**src/rtl/uart_pkg.sv**
```systemverilog
// Shared types and constants for the buffered UART transmitter.
// Holds the transmit FSM state encoding and the cfg_parity field encoding.
package uart_pkg;

    // Transmit FSM states; PARITY is only reachable when parity support is compiled in.
    typedef enum logic [2:0] {
        IDLE   = 3'd0,
        START  = 3'd1,
        DATA   = 3'd2,
        PARITY = 3'd3,
        STOP   = 3'd4
    } tx_state_e;

    // cfg_parity encoding; 2'b11 is treated the same as PAR_NONE.
    localparam logic [1:0] PAR_NONE = 2'b00;
    localparam logic [1:0] PAR_EVEN = 2'b01;
    localparam logic [1:0] PAR_ODD  = 2'b10;

endpackage

```
**src/rtl/uart_tx_fifo.sv**
```systemverilog
// Synchronous word FIFO feeding the UART transmitter.
// The head word is presented combinationally on pop_data_o; the transmitter
// spends one IDLE (or final STOP) cycle popping it, which absorbs the read latency.
// full_o is registered so the upstream ready never depends on the same-cycle pop.
module uart_tx_fifo #(
    parameter int W     = 8,
    parameter int DEPTH = 16
) (
    input  logic                       clk,
    input  logic                       reset,
    input  logic                       push_i,
    input  logic [W-1:0]               push_data_i,
    input  logic                       pop_i,
    output logic [W-1:0]               pop_data_o,
    output logic                       full_o,
    output logic                       empty_o,
    output logic [$clog2(DEPTH):0]     level_o
);

    localparam int AW = $clog2(DEPTH);
    localparam int LW = AW + 1;

    logic [W-1:0]  mem_q [DEPTH];
    logic [AW-1:0] wr_ptr_q, wr_ptr_d;
    logic [AW-1:0] rd_ptr_q, rd_ptr_d;
    logic [LW-1:0] level_q, level_d;
    logic          full_q, full_d;

    // Next pointer / occupancy values from this cycle's push and pop.
    always_comb begin
        wr_ptr_d = wr_ptr_q;
        rd_ptr_d = rd_ptr_q;
        level_d  = level_q;
        if (push_i) begin
            wr_ptr_d = wr_ptr_q + AW'(1);
        end
        if (pop_i) begin
            rd_ptr_d = rd_ptr_q + AW'(1);
        end
        if (push_i && !pop_i) begin
            level_d = level_q + LW'(1);
        end else if (!push_i && pop_i) begin
            level_d = level_q - LW'(1);
        end
        full_d = (level_d == LW'(DEPTH));
    end

    // Pointer, occupancy and full flag registers; reset flushes the queue.
    always_ff @(posedge clk) begin
        if (reset) begin
            wr_ptr_q <= '0;
            rd_ptr_q <= '0;
            level_q  <= '0;
            full_q   <= 1'b0;
        end else begin
            wr_ptr_q <= wr_ptr_d;
            rd_ptr_q <= rd_ptr_d;
            level_q  <= level_d;
            full_q   <= full_d;
        end
    end

    // Storage array; contents need no reset since the pointers define validity.
    always_ff @(posedge clk) begin
        if (push_i) begin
            mem_q[wr_ptr_q] <= push_data_i;
        end
    end

    assign pop_data_o = mem_q[rd_ptr_q];
    assign full_o     = full_q;
    assign empty_o    = (level_q == '0);
    assign level_o    = level_q;

endmodule

```
**src/rtl/uart_tx_buffered.sv**
```systemverilog
// FIFO-buffered UART transmitter: queues words from a valid/ready stream and
// serialises them LSB first with start bit, optional parity and 1 or 2 stop bits.
// Compile-time option: UART_TX_PARITY_EN enables the PARITY state and honours
// cfg_parity; without it frames never carry a parity bit and cfg_parity is ignored.
//
// Handshake: a word transfers on a rising clk edge where in_valid && in_ready.
// in_ready is !full from a register, so a pop only re-opens it one cycle later.
module uart_tx_buffered
    import uart_pkg::*;
#(
    parameter int DATA_W     = 8,
    parameter int FIFO_DEPTH = 16,
    parameter int DIV_W      = 16
) (
    input  logic                          clk,
    input  logic                          reset,
    input  logic [DIV_W-1:0]              cfg_divider,
    input  logic                          cfg_stop2,
    input  logic [1:0]                    cfg_parity,
    input  logic                          in_valid,
    input  logic [DATA_W-1:0]             in_data,
    output logic                          in_ready,
    output logic                          ser_tx,
    output logic                          busy,
    output logic [$clog2(FIFO_DEPTH):0]   fifo_level,
    output logic                          bit_tick
);

    localparam int BIT_W = $clog2(DATA_W + 1);

    tx_state_e         state_q, state_d;
    logic [DIV_W-1:0]  cnt_q, cnt_d;
    logic [DIV_W-1:0]  div_q, div_d;
    logic [BIT_W-1:0]  bit_q, bit_d;
    logic [DATA_W-1:0] shift_q, shift_d;
    logic              stop2_q, stop2_d;

    logic              fifo_full;
    logic              fifo_empty;
    logic [DATA_W-1:0] fifo_head;
    logic              push;
    logic              pop;
    logic              tick;

`ifdef UART_TX_PARITY_EN
    logic              par_en_q, par_en_d;
    logic              par_bit_q, par_bit_d;
`else
    logic              unused_cfg_parity;
    assign unused_cfg_parity = ^cfg_parity;
`endif

    assign push = in_valid && in_ready;

    uart_tx_fifo #(
        .W     (DATA_W),
        .DEPTH (FIFO_DEPTH)
    ) u_fifo (
        .clk         (clk),
        .reset       (reset),
        .push_i      (push),
        .push_data_i (in_data),
        .pop_i       (pop),
        .pop_data_o  (fifo_head),
        .full_o      (fifo_full),
        .empty_o     (fifo_empty),
        .level_o     (fifo_level)
    );

    // Bit period ends when the baud counter reaches the divider latched for this frame.
    assign tick = (state_q != IDLE) && (cnt_q == div_q);

    // Next-state logic: FSM, baud counter, bit counter, shifter and frame config latch.
    always_comb begin
        state_d = state_q;
        cnt_d   = cnt_q;
        div_d   = div_q;
        bit_d   = bit_q;
        shift_d = shift_q;
        stop2_d = stop2_q;
        pop     = 1'b0;
`ifdef UART_TX_PARITY_EN
        par_en_d  = par_en_q;
        par_bit_d = par_bit_q;
`endif
        if (state_q != IDLE) begin
            cnt_d = tick ? '0 : cnt_q + DIV_W'(1);
        end

        case (state_q)
            IDLE: begin
                if (!fifo_empty) begin
                    pop     = 1'b1;
                    state_d = START;
                end
            end
            START: begin
                if (tick) begin
                    state_d = DATA;
                    bit_d   = '0;
                end
            end
            DATA: begin
                if (tick) begin
                    shift_d = shift_q >> 1;
                    if (bit_q == BIT_W'(DATA_W - 1)) begin
                        bit_d = '0;
`ifdef UART_TX_PARITY_EN
                        state_d = par_en_q ? PARITY : STOP;
`else
                        state_d = STOP;
`endif
                    end else begin
                        bit_d = bit_q + BIT_W'(1);
                    end
                end
            end
`ifdef UART_TX_PARITY_EN
            PARITY: begin
                if (tick) begin
                    state_d = STOP;
                    bit_d   = '0;
                end
            end
`endif
            STOP: begin
                if (tick) begin
                    if (stop2_q && (bit_q == '0)) begin
                        bit_d = BIT_W'(1);
                    end else if (!fifo_empty) begin
                        // Chain straight into the next frame with no idle gap.
                        pop     = 1'b1;
                        state_d = START;
                    end else begin
                        state_d = IDLE;
                    end
                end
            end
            default: begin
                state_d = IDLE;
            end
        endcase

        // Frame entry: take the head word and freeze the configuration for this frame.
        if (pop) begin
            cnt_d   = '0;
            bit_d   = '0;
            shift_d = fifo_head;
            div_d   = cfg_divider;
            stop2_d = cfg_stop2;
`ifdef UART_TX_PARITY_EN
            par_en_d  = (cfg_parity == PAR_EVEN) || (cfg_parity == PAR_ODD);
            par_bit_d = (cfg_parity == PAR_ODD) ? ~^fifo_head : ^fifo_head;
`endif
        end
    end

    // State and datapath registers.
    always_ff @(posedge clk) begin
        if (reset) begin
            state_q <= IDLE;
            cnt_q   <= '0;
            div_q   <= '0;
            bit_q   <= '0;
            shift_q <= '0;
            stop2_q <= 1'b0;
`ifdef UART_TX_PARITY_EN
            par_en_q  <= 1'b0;
            par_bit_q <= 1'b0;
`endif
        end else begin
            state_q <= state_d;
            cnt_q   <= cnt_d;
            div_q   <= div_d;
            bit_q   <= bit_d;
            shift_q <= shift_d;
            stop2_q <= stop2_d;
`ifdef UART_TX_PARITY_EN
            par_en_q  <= par_en_d;
            par_bit_q <= par_bit_d;
`endif
        end
    end

    // Line driver: decoded from registered state only, idle/stop level is high.
    always_comb begin
        ser_tx = 1'b1;
        case (state_q)
            START:   ser_tx = 1'b0;
            DATA:    ser_tx = shift_q[0];
`ifdef UART_TX_PARITY_EN
            PARITY:  ser_tx = par_bit_q;
`endif
            default: ser_tx = 1'b1;
        endcase
    end

    assign in_ready = !fifo_full;
    assign busy     = (state_q != IDLE) || (fifo_level != '0);
    assign bit_tick = tick;

endmodule

```
**config.mk**
```make
export PLATFORM = sky130hd
export DESIGN_NAME = uart_tx_buffered
export DESIGN_NICKNAME = d
export VERILOG_FILES = /design/src/rtl/uart_pkg.sv /design/src/rtl/uart_tx_fifo.sv /design/src/rtl/uart_tx_buffered.sv
export SDC_FILE = /design/constraint.sdc
export NUM_CORES = 1
export LEC_CHECK = 0
export BUFFER_PORTS_ARGS = -buffer_cell sky130_fd_sc_hd__buf_2
export CORE_MARGIN = 3
export CORE_UTILIZATION = 52
export DETAILED_ROUTE_END_ITERATION = 8
export PLACE_DENSITY = 0.79
export SETUP_SLACK_MARGIN = 0.15
export SLEW_MARGIN = 20
export SYNTH_ARGS = -nofsm -noshare
export SYNTH_HDL_FRONTEND = slang
export SYNTH_SLANG_ARGS = --single-unit
export TNS_END_PERCENT = 10
```
**constraint.sdc**
```tcl
create_clock -name clk -period 2.8 [get_ports clk]
set_clock_uncertainty 0.15 [all_clocks]
set_input_delay 0.28 -clock clk [delete_from_list [all_inputs] [get_ports clk]]
set_output_delay 0.28 -clock clk [all_outputs]
set_load 0.02 [all_outputs]
```
; After elaboration in Yosys (flattened, before gate mapping)
; Memories as Yosys holds them, arrays and structs flattened. A register that Yosys moved wholly into a read port is not among the register bits.
; Cells that the tools add are included.
[op_classes]
muxes = 29
n_eq_ne = 13
add_sub_neg = 6
reduce_logical = 21
[op_table]
columns = cell, n
row1 = 4-bit two-way mux, 7
row2 = 8-bit two-way mux, 3
row3 = 3-bit two-way mux, 6
row4 = 16-bit by 1-bit adder with 16-bit output (second input constant), 1
row5 = 16-bit equality test, 1
row6 = 16-bit two-way mux, 1
row7 = 2-bit != test (second input constant), 7
row8 = 4-bit by 1-bit adder with 4-bit output (second input constant), 3
row9 = 3-bit one-hot mux with 4 select lines, 1
row10 = 4-bit one-hot mux with 3 select lines, 1
row11 = 5-bit two-way mux, 2
row12 = 1-bit two-way mux, 6
row13 = 6-bit AND reduction, 1
row14 = 3-bit nonzero test, 2
row15 = 5-bit by 1-bit adder with 5-bit output (second input constant), 1
row16 = 5-bit equality test (second input constant), 1
row17 = 1-bit logical AND, 5
row18 = 5-bit zero test, 1
row19 = 5-bit AND reduction, 1
row20 = 5-bit nonzero test, 1
row21 = 5-bit by 1-bit subtractor with 5-bit output (second input constant), 1
row22 = 4-bit by 3-bit equality test with 1-bit output (second input constant), 1
row23 = 4-bit zero test, 1
row24 = 1-bit one-hot mux with 2 select lines, 2
row25 = other kinds (9), 12
[word_totals]
mem_bits_rw = 128
out_inout_bits = 9
wordCells = 80
regBits = 62
mem_count = 1
[mem_list]
columns = memory, depth, width, rd, rd_ports_with_merged_regs, wr, line
row1 = u_fifo.mem_q, 16, 8, 1, 1, 1, uart_tx_fifo.sv:23  ; logic [W-1:0] mem_q [DEPTH];

; Longest topological paths before layout
; Gate-level depths: netlist of the first run.
[depth]
ltp_word = 9
mapped_depth = 11

; Hierarchy
; Synthesis of the first run repeated with hierarchy kept, for this count alone.
[hier_totals]
cells_unflattened = 569
area_unflattened_um2 = 8202.9
[by_module_without_submodules]
columns = module, area_each_um2, cells_each, seq_area_each_um2, n_inst
row1 = uart_tx_fifo, 5825.6, 307, 4204.0, 1
row2 = uart_tx_buffered, 2377.3, 262, 960.9, 1

; Least setup slack after synthesis of the first run
; Ideal clock, no wire load.
[synth_path]
kind = register to register
from = register u_fifo.level_q[0] (netlist: u_fifo.level_o[0])
to = register u_fifo.level_q[1] (netlist: u_fifo.level_o[1])
stages_incl_launch_ff = 11
n_path_buf = 2
setup_slack_ns = 0.365
period_less_slack_ns = 2.435
setup_time_ns = 0.091
arrival_time_ns = 2.194
path_cell_list = dfxtp_1 inv_1 ha_1 nor4b_1 or3_1 or2_1 buf_2 buf_4 nand2_1 a211oi_1 a311oi_1
[synth_between]
elab_chain_cells = 8
word_cells_on_any_way = 12
[synth_lines]
columns = element, line
row1 = start: declaration, uart_tx_fifo.sv:26  ; logic [LW-1:0] level_q, level_d;
row2 = start signal: assignment, uart_tx_fifo.sv:58  ; level_q <= level_d;
row3 = 5-bit zero test, uart_tx_fifo.sv:72  ; assign empty_o = (level_q == '0);
row4 = 1-bit two-way mux, "uart_tx_buffered.sv:92, uart_tx_buffered.sv:130"
row5 = 1-bit two-way mux, uart_tx_buffered.sv:128  ; if (stop2_q && (bit_q == '0)) begin
row6 = 1-bit two-way mux, uart_tx_buffered.sv:127  ; if (tick) begin
row7 = 1-bit one-hot mux with 2 select lines, uart_tx_buffered.sv:90  ; case (state_q)
row8 = 1-bit logical AND or 1-bit zero test (tied branches), "uart_tx_fifo.sv:42, uart_tx_fifo.sv:40"
row9 = 5-bit two-way mux or 1-bit logical AND (tied branches), "uart_tx_fifo.sv:42, uart_tx_fifo.sv:40"
row10 = 5-bit two-way mux *, uart_tx_fifo.sv:40  ; if (push_i && !pop_i) begin
; Mark *: on every way between the ends. The rest lies on a longest branch, timed or not.
; A chain may end at the register's enable or synchronous reset.

; Worst setup path in the final report of the first run
[layout_path]
from = register cnt_q[12]
to = register u_fifo.rd_ptr_q[3]
[layout_between]
elab_chain_cells = 4
[layout_lines]
columns = element, line
row1 = start: declaration, uart_tx_buffered.sv:32  ; logic [DIV_W-1:0] cnt_q, cnt_d;
row2 = start signal: assignment, uart_tx_buffered.sv:173  ; cnt_q <= cnt_d;
row3 = 16-bit equality test, uart_tx_buffered.sv:71  ; assign tick = (state_q != IDLE) && (cnt_q == div_q);
row4 = 1-bit logical AND, uart_tx_buffered.sv:71
row5 = 1-bit two-way mux, uart_tx_buffered.sv:127
row6 = 1-bit one-hot mux with 2 select lines, uart_tx_buffered.sv:90
row7 = end signal: assignment, uart_tx_fifo.sv:57  ; rd_ptr_q <= rd_ptr_d;
row8 = end: declaration, uart_tx_fifo.sv:25  ; logic [AW-1:0] rd_ptr_q, rd_ptr_d;
; Every way passes these cells.

==> reports/metrics.cfg, run 1 <==
[cells_and_area]
drive_above_1_share = 0.202
fin_nets = 676
area_growth_syn_to_layout_pct = 14.3
antenna_cells = 0
layout_commonest_cell = edfxtp_1
layoutNonFillerInstCount = 832
layout_common_cells = 128 x edfxtp_1, 65 x nand2_1, 63 x dfxtp_1, 57 x nor2_1, 40 x mux4_2

[logic_synthesis]
synth_edf_count = 128
syn_inst = 578
synth_cell_types = 43
synthAdderAreaFrac = 0.0172
synth.area.mux_share = 0.120
synth_flop_cell = edfxtp_1
synthSimpleGateAreaFrac = 0.109
async_flop_share = 0
synth_xor_area_frac = 0.0427
synth-seq-area-share = 0.646
synth_compound_area_frac = 0.0409
netlist_area_mm2 = 0.00799
synth_top_family_by_area = multiplexers
synth_nets = 619
syn-mean-instance-area_um2 = 13.8
ys_warn_count = 0
ys_seq_elements = 194

[sta]
finalCritPeriodShare = 0.878
slew_violations = 0
hold_viol = 0
timing.setup.tns_ns = 0
final-setup-viol-count = 0
period_needed_ns = 2.46
tightestPinTransition_ns = 0.881
max-slew-margin-rel = 0.410
rsz0062_at_grt = no
max_freq_mhz = 407

[clock_network]
cts.sinks = 194
cts_buffers = 17
path_clk_slew_ns = 0.07
cts_max_path_buffers = 2
clk_latency_ns = 0.43
root_buffer = clkbuf_16
htreeDepth = 4
cts_tree = yes

[setup_path]
path_class = reg -> reg
startpoint_type = flip-flop
crit_path_end_kind = flip-flop
critPathArrivalTime_ns = 2.66
worstPathRequired_ns = 3.00
path_max_fanout = 11

[hold_path]
hold_class = in -> reg

[floorplan]
die_y_um = 130
core_mm2 = 0.0148
dieArea_mm2 = 0.0169
io_pins = 39
start_util = 0.540
row_count = 44
die_w_um = 130

[power_and_ir_drop]
vdd_drop_max_uv = 553
power.density_mw_per_mm2 = 919
p_leak_nw = 3.09

[place]
post-place-cells = 783
gp_congestion = 0.868
dp_hpwl_um = 10400
io_buffers = 36

[route]
drt_iter0_markers = 323
drcViolationCount = 0
vias = 4658
routedWlPerCell_um = 18.2
final_antenna_net_count = 0
routed_wl_um = 15100
dr.pass1.iters = 4
vias_per_cell = 5.60

[global_route]
grt_pass1_vias = 4752
globalRouteOverflowTotal = 0
antenna_found_initial = 0
grt_pass1_wl_um = 24300
grt_max_degree = 34
grt_use_total = 0.191

[status]
status = complete, no violations

[run]
cap_violations = 0

[layer usage]
layer | vias up | share of wire | global-route usage
met4 | 0 | 0.0088 | 0.0507
met3 | 14 | 0.042 | 0.0503
met5 | - | 0 | 0
li1 | 2237 | - | -
met2 | 105 | 0.53 | 0.330
met1 | 2302 | 0.42 | 0.240
[cell usage after synthesis, drive strengths merged, types with 3 or more instances]
cell | n | area (um^2)
mux2i | 6 | 60.1
nand3 | 13 | 65.1
nand2 | 65 | 244
edfxtp | 128 | 3840
inv | 13 | 48.8
nor2 | 59 | 224
dfxtp | 66 | 1320
or3 | 5 | 31.3
clkbuf | 12 | 45.0
nand2b | 3 | 18.8
nand4 | 8 | 56.3
xnor2 | 23 | 201
mux4 | 40 | 901
nor3 | 11 | 71.3
a21oi | 39 | 195
buf | 17 | 93.8
and2 | 5 | 31.3
o21ai | 9 | 48.8
and3 | 6 | 37.5
a211oi | 3 | 22.5
nor2b | 5 | 31.3
xor2 | 16 | 140
ha | 11 | 138
[power breakdown]
part           internal [W]  leakage (nW)  total [W]  switching, W
clock               0.00124         0.273    0.00229       0.00104
combinational       0.00114          1.12    0.00253       0.00140
sequential          0.00335          1.70    0.00358      0.000232
[path summary, 6_finish.rpt]
kind	startpoint	endpoint	slack, ns	depth (start not counted)
max	cnt_q[12]	u_fifo.rd_ptr_q[3]	0.34	8
min reg2reg	shift_q[6]	shift_q[6]	0.31	2
max reg2reg	cnt_q[12]	u_fifo.rd_ptr_q[3]	0.34	8
min	reset	u_fifo.level_o[2]	0.02	2
[worst max-delay path, stage by stage (launching register included)]
cell,delay (ns)
dfxtp_1,0.35
xnor2_1,0.22
nand4_1,0.20
nor3_4,0.29
a31oi_2,0.18
or2_4,0.30
buf_4,0.18
or3_1,0.35
a21oi_1,0.18
[flip-flops by register name, summed over array words and instances (netlist names), named ones only]
| register | cells |
|---|---|
| u_fifo.mem_q | 128 |
| cnt_q | 16 |
| div_q | 16 |
| shift_q | 8 |
| u_fifo.level_o | 5 |
| bit_q | 4 |
| u_fifo.rd_ptr_q | 4 |
| u_fifo.wr_ptr_q | 4 |
| state_q | 3 |
| stop2_q | 1 |
| u_fifo.full_o | 1 |
[cells by family after synthesis]
logic type | Yosys count
DFF | 194
and+or+nand+nor | 188
buffers and inverters | 42
AOI/OAI and AO/OA | 58
adders and majority gates | 11
xor gates and xnor gates | 39
muxes | 46
[stage by stage]
| stage | worst slack [ns] | hold WS [ns] | power [W] | utilization | area, um^2 |
|---|---|---|---|---|---|
| 5_1_grt | 0.152 | 0.0173 | 0.00884 | 0.617 | 9140 |
| 2_1_floorplan | 0.365 | 0.229 | 0.00548 | - | 7990 |
| 3_5_place_dp | 0.258 | 0.298 | 0.00612 | 0.567 | 8400 |
| 6_report | 0.343 | 0.0243 | 0.00840 | 0.617 | 9140 |
| 3_3_place_gp | 0.330 | 0.291 | 0.00601 | 0.567 | 8400 |
| 4_1_cts | 0.233 | 0.0102 | 0.00844 | 0.616 | 9130 |
[final cells by class]
cell class / instances / area, um^2
sequential: 194 / 5170
tap: 184 / 230
multi-input combinational: 342 / 2650
inverter: 13 / 48.8
clock buffer: 19 / 433
timing repair buffer: 67 / 484
fill: 1070 / 5670
clock inverter: 13 / 124
[what timing repair did]
action / 4_1_cts / 5_1_grt
gates resized for setup: 0 / 5
endpoints found under the setup margin: 0 / 29
buffers inserted: 0 / 0
hold buffers: 17 / 0
hold endpoints to repair: 17 / 0
Note: power is estimated with default switching activity, not from simulation.
==> inputs of run 2 (changes only) <==
--- a/config.mk
+++ b/config.mk
@@ -9,7 +9,7 @@
 export CORE_MARGIN = 3
 export CORE_UTILIZATION = 52
 export DETAILED_ROUTE_END_ITERATION = 8
-export PLACE_DENSITY = 0.79
+export PLACE_DENSITY = 0.81
 export SETUP_SLACK_MARGIN = 0.15
 export SLEW_MARGIN = 20
 export SYNTH_ARGS = -nofsm -noshare
==> reports/metrics.cfg, run 2 (synthesis results as in run 1) <==
[status]
status = finished with violations  ; was complete, no violations
violations = DRC

[cells_and_area]
fillers = 1073  ; was 1,070
fin_nets = 679  ; was 676
antenna_cells = 0  ; unchanged
layout_commonest_cell = edfxtp_1  ; unchanged
area_growth_syn_to_layout_pct = 15.6  ; was 14.3%
top_regs = u_fifo.mem_q: 128 flops, cnt_q: 16 flops, div_q: 16 flops  ; unchanged
design_area_mm2 = 0.00924  ; was 0.00914 mm^2
ff_latch_area_mm2 = 0.00517  ; about the same
drive_above_1_share = 0.209  ; was 0.202
largest_reg_flops = 128  ; unchanged
multiInputGateArea_mm2 = 0.00267  ; was 0.00265 mm^2
layout_common_cells = 128 x edfxtp_1, 65 x nand2_1, 65 x dfxtp_1, 56 x nor2_1, 40 x mux4_2  ; was 128 x edfxtp_1, 65 x nand2_1, 63 x dfxtp_1, 57 x nor2_1, 40 x mux4_2
top_register = u_fifo.mem_q  ; unchanged

[route]
vias = 4826  ; was 4,658
final_antenna_net_count = 0  ; unchanged
routed_wl_um = 15800  ; was 15,100 um
drcViolationCount = 1  ; was 0
vias_per_cell = 5.78  ; was 5.60
routedWlPerCell_um = 18.9  ; was 18.2 um
dr.pass1.iters = 7  ; was 4
drt_iter0_markers = 440  ; was 323

[place]
io_buffers = 36  ; unchanged
dp_hpwl_um = 10300  ; was 10,400 um
post-place-ws_ns = 0.266  ; was 0.258 ns
gp_congestion = 0.840  ; was 0.868
place_area_mm2 = 0.00842  ; was 0.00840 mm^2

[global_route]
grt_pass1_wl_um = 25400  ; was 24,300 um
grt_use_total = 0.202  ; was 0.191
grt_max_degree = 43  ; was 34
grt_pass1_vias = 4954  ; was 4,752
antenna_found_initial = 0  ; unchanged
globalRouteOverflowTotal = 0  ; unchanged

[setup_path]
worstPathRequired_ns = 2.95  ; was 3.00 ns
startpoint_type = flip-flop  ; unchanged
cp_common_cell = nor2_2
crit_path_end_kind = flip-flop  ; unchanged
critical_path.slowest_cell = dfxtp_1  ; unchanged
crit_path_cell_trace = inv_1 -> ha_1 -> nor4b_1 -> or3_1 -> nor2_2 -> buf_4 -> nor2_2 -> a22oi_1 -> nor2_1  ; was xnor2_1 -> nand4_1 -> nor3_4 -> a31oi_2 -> or2_4 -> buf_4 -> or3_1 -> a21oi_1
critPathArrivalTime_ns = 2.65  ; was 2.66 ns
path_max_fanout = 27  ; was 11
path_class = reg -> reg  ; unchanged
max_stage_delay_ns = 0.40  ; was 0.35 ns

[floorplan]
start_util = 0.540  ; unchanged
dieArea_mm2 = 0.0169  ; unchanged
die_y_um = 130  ; unchanged
die_w_um = 130  ; unchanged
io_pins = 39  ; unchanged
core_mm2 = 0.0148  ; unchanged
row_count = 44  ; unchanged

[clock_network]
clk_latency_ns = 0.43  ; about the same
cts_max_path_buffers = 2  ; unchanged
path_clk_slew_ns = 0.07  ; about the same
root_buffer = clkbuf_16  ; unchanged
cts.sinks = 194  ; unchanged
cts_tree = yes  ; unchanged
htreeDepth = 4  ; unchanged
cts_buffers = 17  ; unchanged

[power_and_ir_drop]
power.density_mw_per_mm2 = 940  ; was 919 mW/mm^2
vdd_drop_max_uv = 550  ; was 553 uV
power.total_w = 0.00869  ; was 0.00840 W
p_leak_nw = 3.15  ; was 3.09 nW

[sta]
max-slew-margin-rel = 0.486  ; was 0.410
tightestPinTransition_ns = 0.768  ; was 0.881 ns
final-setup-viol-count = 0  ; unchanged
worst_slack_ns = 0.294  ; was 0.343 ns
rsz0062_at_grt = yes  ; was no
max_freq_mhz = 399  ; was 407 MHz
finalCritPeriodShare = 0.895  ; was 0.878
timing.setup.tns_ns = 0  ; unchanged
period_needed_ns = 2.51  ; was 2.46 ns
slew_violations = 0  ; unchanged
hold_viol = 0  ; unchanged

[run]
cap_violations = 0  ; unchanged

[hold_path]
hold_class = in -> reg  ; unchanged

[run 2: final timing paths]
check / startpoint / end / slack (ns) / cells past startpoint
worst min register to register: stop2_q / stop2_q / 0.32 / 2
worst min-delay path: in_data[6] / u_fifo.mem_q[11][6] / 0.07 / 1
worst max-delay path: u_fifo.level_o[0] / shift_q[7] / 0.29 / 9
worst max register to register: u_fifo.level_o[0] / shift_q[7] / 0.29 / 9
[run 2: report_power, final]
part	total [W]	leakage [nW]	switching, W	internal, W
clock	0.00256	0.309	0.00105	0.00151
sequential	0.00357	1.70	0.000227	0.00334
combinational	0.00255	1.14	0.00142	0.00113
total	0.00869	3.15	0.00270	0.00599
[run 2: per-stage QoR]
step / std cells / utilization / hold WS, ns
3_5_place_dp: 786 / 0.569 / 0.310
3_3_place_gp: 786 / 0.569 / 0.289
5_1_grt: 835 / 0.624 / 0.0652
6_report: 835 / 0.624 / 0.0679
2_1_floorplan: 578 / - / 0.229
4_1_cts: 835 / 0.623 / 0.0547
[run 2: final cells by class]
class,instances,share of cell area
Multi-Input combinational cell,342,0.289
Clock buffer,19,0.0468
Sequential cell,194,0.559
Inverter,13,0.00528
Tap cell,184,0.0249
Clock inverter,13,0.0210
Timing Repair Buffer,70,0.0544
[run 2: metal layers]
layer / vias to the layer above / routed length [um] / GRT usage
met5: - / 0 / 0
met4: 0 / 263 / 0.0678
met3: 24 / 727 / 0.0508
met2: 159 / 8300 / 0.353
met1: 2406 / 6490 / 0.247
li1: 2237 / - / -
[run 2: what timing repair did]
item,in CTS,in global routing
setup buffers,0,0
endpoints found under the setup margin,0,45
hold endpoints to repair,17,0
gates resized for setup,0,5
hold buffers,17,0
[run 2: worst max-delay path, delay by kind of cell (launching register included)]
family | cells | cell delay, ns
AND/OR/NAND/NOR | 5 | 0.96
buffers and inverters | 2 | 0.44
flip-flops | 1 | 0.40
adder cells (fa/ha/maj) | 1 | 0.20
AO/OA/AOI/OAI | 1 | 0.20
==> inputs of run 3 (changes only) <==
--- a/config.mk
+++ b/config.mk
@@ -9,7 +9,7 @@
 export CORE_MARGIN = 3
 export CORE_UTILIZATION = 52
 export DETAILED_ROUTE_END_ITERATION = 8
-export PLACE_DENSITY = 0.81
+export PLACE_DENSITY = 0.7
 export SETUP_SLACK_MARGIN = 0.15
 export SLEW_MARGIN = 20
 export SYNTH_ARGS = -nofsm -noshare
==> reports/metrics.cfg, run 3 (synthesis results as in run 1) <==
[place]
gp_congestion = 0.830  ; was 0.840
post-place-cells = 792  ; was 786
dp_hpwl_um = 10100  ; was 10,300 um
io_buffers = 36  ; unchanged

[clock_network]
post_cts_buffers = 0  ; unchanged
root_buffer = clkbuf_16  ; unchanged
cts_tree = yes  ; unchanged
cts_max_path_buffers = 2  ; unchanged
path_clk_slew_ns = 0.07  ; about the same
cts_buffers = 17  ; unchanged
htreeDepth = 4  ; unchanged
clk_latency_ns = 0.43  ; about the same
cts.sinks = 194  ; unchanged

[route]
routed_wl_um = 15500  ; was 15,800 um
routedWlPerCell_um = 18.4  ; was 18.9 um
drt_iter0_markers = 335  ; was 440
dr.pass1.iters = 5  ; was 7
final_antenna_net_count = 0  ; unchanged
vias_per_cell = 5.61  ; was 5.78
vias = 4711  ; was 4,826
drcViolationCount = 0  ; was 1

[power_and_ir_drop]
power.density_mw_per_mm2 = 916  ; was 940 mW/mm^2
power.switching_w = 0.00269  ; was 0.00270 W
internal-power_w = 0.00577  ; was 0.00599 W
vdd_drop_max_uv = 592  ; was 550 uV
comb_power_share = 0.308  ; was 0.294
p_leak_nw = 3.15  ; about the same
power_frac_seq = 0.421  ; was 0.411
swShare = 0.318  ; was 0.311
power.total_w = 0.00846  ; was 0.00869 W
clock_power_share = 0.271  ; was 0.295

[floorplan]
row_count = 44  ; unchanged
die_y_um = 130  ; unchanged
dieArea_mm2 = 0.0169  ; unchanged
start_util = 0.540  ; unchanged
core_mm2 = 0.0148  ; unchanged
io_pins = 39  ; unchanged
die_w_um = 130  ; unchanged

[global_route]
antenna_found_initial = 0  ; unchanged
globalRouteOverflowTotal = 0  ; unchanged
grt_max_degree = 43  ; unchanged
grt_pass1_wl_um = 24600  ; was 25,400 um
grt_pass1_vias = 4663  ; was 4,954
grt_use_total = 0.197  ; was 0.202

[cells_and_area]
drive_above_1_share = 0.221  ; was 0.209
layout_commonest_cell = edfxtp_1  ; unchanged
top_register = u_fifo.mem_q  ; unchanged
top_regs = u_fifo.mem_q: 128 flops, cnt_q: 16 flops, div_q: 16 flops  ; unchanged
layout_common_cells = 128 x edfxtp_1, 65 x nand2_1, 61 x dfxtp_1, 56 x nor2_1, 40 x mux4_2  ; was 128 x edfxtp_1, 65 x nand2_1, 65 x dfxtp_1, 56 x nor2_1, 40 x mux4_2
antenna_cells = 0  ; unchanged
fin_nets = 685  ; was 679
layoutNonFillerInstCount = 840  ; was 835
largest_reg_flops = 128  ; unchanged
final_util = 0.624  ; about the same
area_growth_syn_to_layout_pct = 15.5  ; was 15.6%

[setup_path]
path_max_fanout = 27  ; unchanged
worstPathRequired_ns = 2.99  ; was 2.95 ns
crit_path_end_kind = flip-flop  ; unchanged
startpoint_type = flip-flop  ; unchanged
cp-startpoint = u_fifo.level_o[0]  ; unchanged
path_class = reg -> reg  ; unchanged
critPathArrivalTime_ns = 2.66  ; was 2.65 ns
r2r_start = u_fifo.level_o[0]  ; unchanged

[hold_path]
hp-start = in_data[6]  ; unchanged
hold_class = in -> reg  ; unchanged

[status]
status = complete, no violations  ; was finished with violations

[run]
cap_violations = 0  ; unchanged

[sta]
tightestPinTransition_ns = 0.788  ; was 0.768 ns
rsz0062_at_grt = no  ; was yes
timing.setup.tns_ns = 0  ; unchanged
slew_violations = 0  ; unchanged
max-slew-margin-rel = 0.473  ; was 0.486
hold_viol = 0  ; unchanged
final-setup-viol-count = 0  ; unchanged
max_freq_mhz = 405  ; was 399 MHz
period_needed_ns = 2.47  ; was 2.51 ns
finalCritPeriodShare = 0.883  ; was 0.895

-- run 3: worst paths after layout --
check                        end  slack (ns)  cells after the start
min reg2reg           shift_q[4]        0.31                      2
max           u_fifo.rd_ptr_q[3]        0.33                      8
max reg2reg   u_fifo.rd_ptr_q[3]        0.33                      8
min          u_fifo.mem_q[10][6]        0.07                      1
-- run 3: power groups by stage --
stage	Combinational (W)	Clock (W)	Sequential, W
2_1_floorplan	0.00188	0	0.00360
3_3_place_gp	0.00251	0	0.00360
3_5_place_dp	0.00258	0	0.00362
4_1_cts	0.00261	0.00235	0.00356
5_1_grt	0.00288	0.00247	0.00359
6_report	0.00260	0.00229	0.00356
-- run 3: metal layers --
metal,vias up,part of all wire,GRT usage
met5,-,0,0
met4,0,0.017,0.0666
met3,22,0.035,0.0409
met2,109,0.51,0.337
met1,2331,0.44,0.252
li1,2249,-,-
-- run 3: critical path, cell delays in order, from the launching register on --
cell	delay (ns)
dfxtp_2	0.37
inv_1	0.09
ha_1	0.19
nor4b_1	0.15
or3_1	0.38
or2_4	0.32
buf_12	0.17
or3_1	0.35
a21oi_1	0.21
-- run 3: per-stage QoR --
| stage | setup slack, ns | hold WS (ns) | cell area, um^2 |
|---|---|---|---|
| 3_3_place_gp | 0.287 | 0.288 | 8490 |
| 4_1_cts | 0.161 | 0.0573 | 9220 |
| 3_5_place_dp | 0.216 | 0.302 | 8490 |
| 5_1_grt | 0.175 | 0.0749 | 9240 |
| 2_1_floorplan | 0.365 | 0.229 | 7990 |
| 6_report | 0.329 | 0.0744 | 9240 |
-- run 3: timing repair --
action                                  4_1_cts  5_1_grt
endpoints found under the setup margin        0       24
hold buffers                                 17        0
endpoints found under the hold margin        17        0
resized for setup                             0        7
-- run 3: area by class of cell --
type                       count  area, um^2
timing repair buffer          76         573
clock buffer                  18         429
tap                          184         230
multi-input combinational    342        2650
fill                        1063        5570
sequential                   194        5170
inverter                      13        48.8
clock inverter                13         129
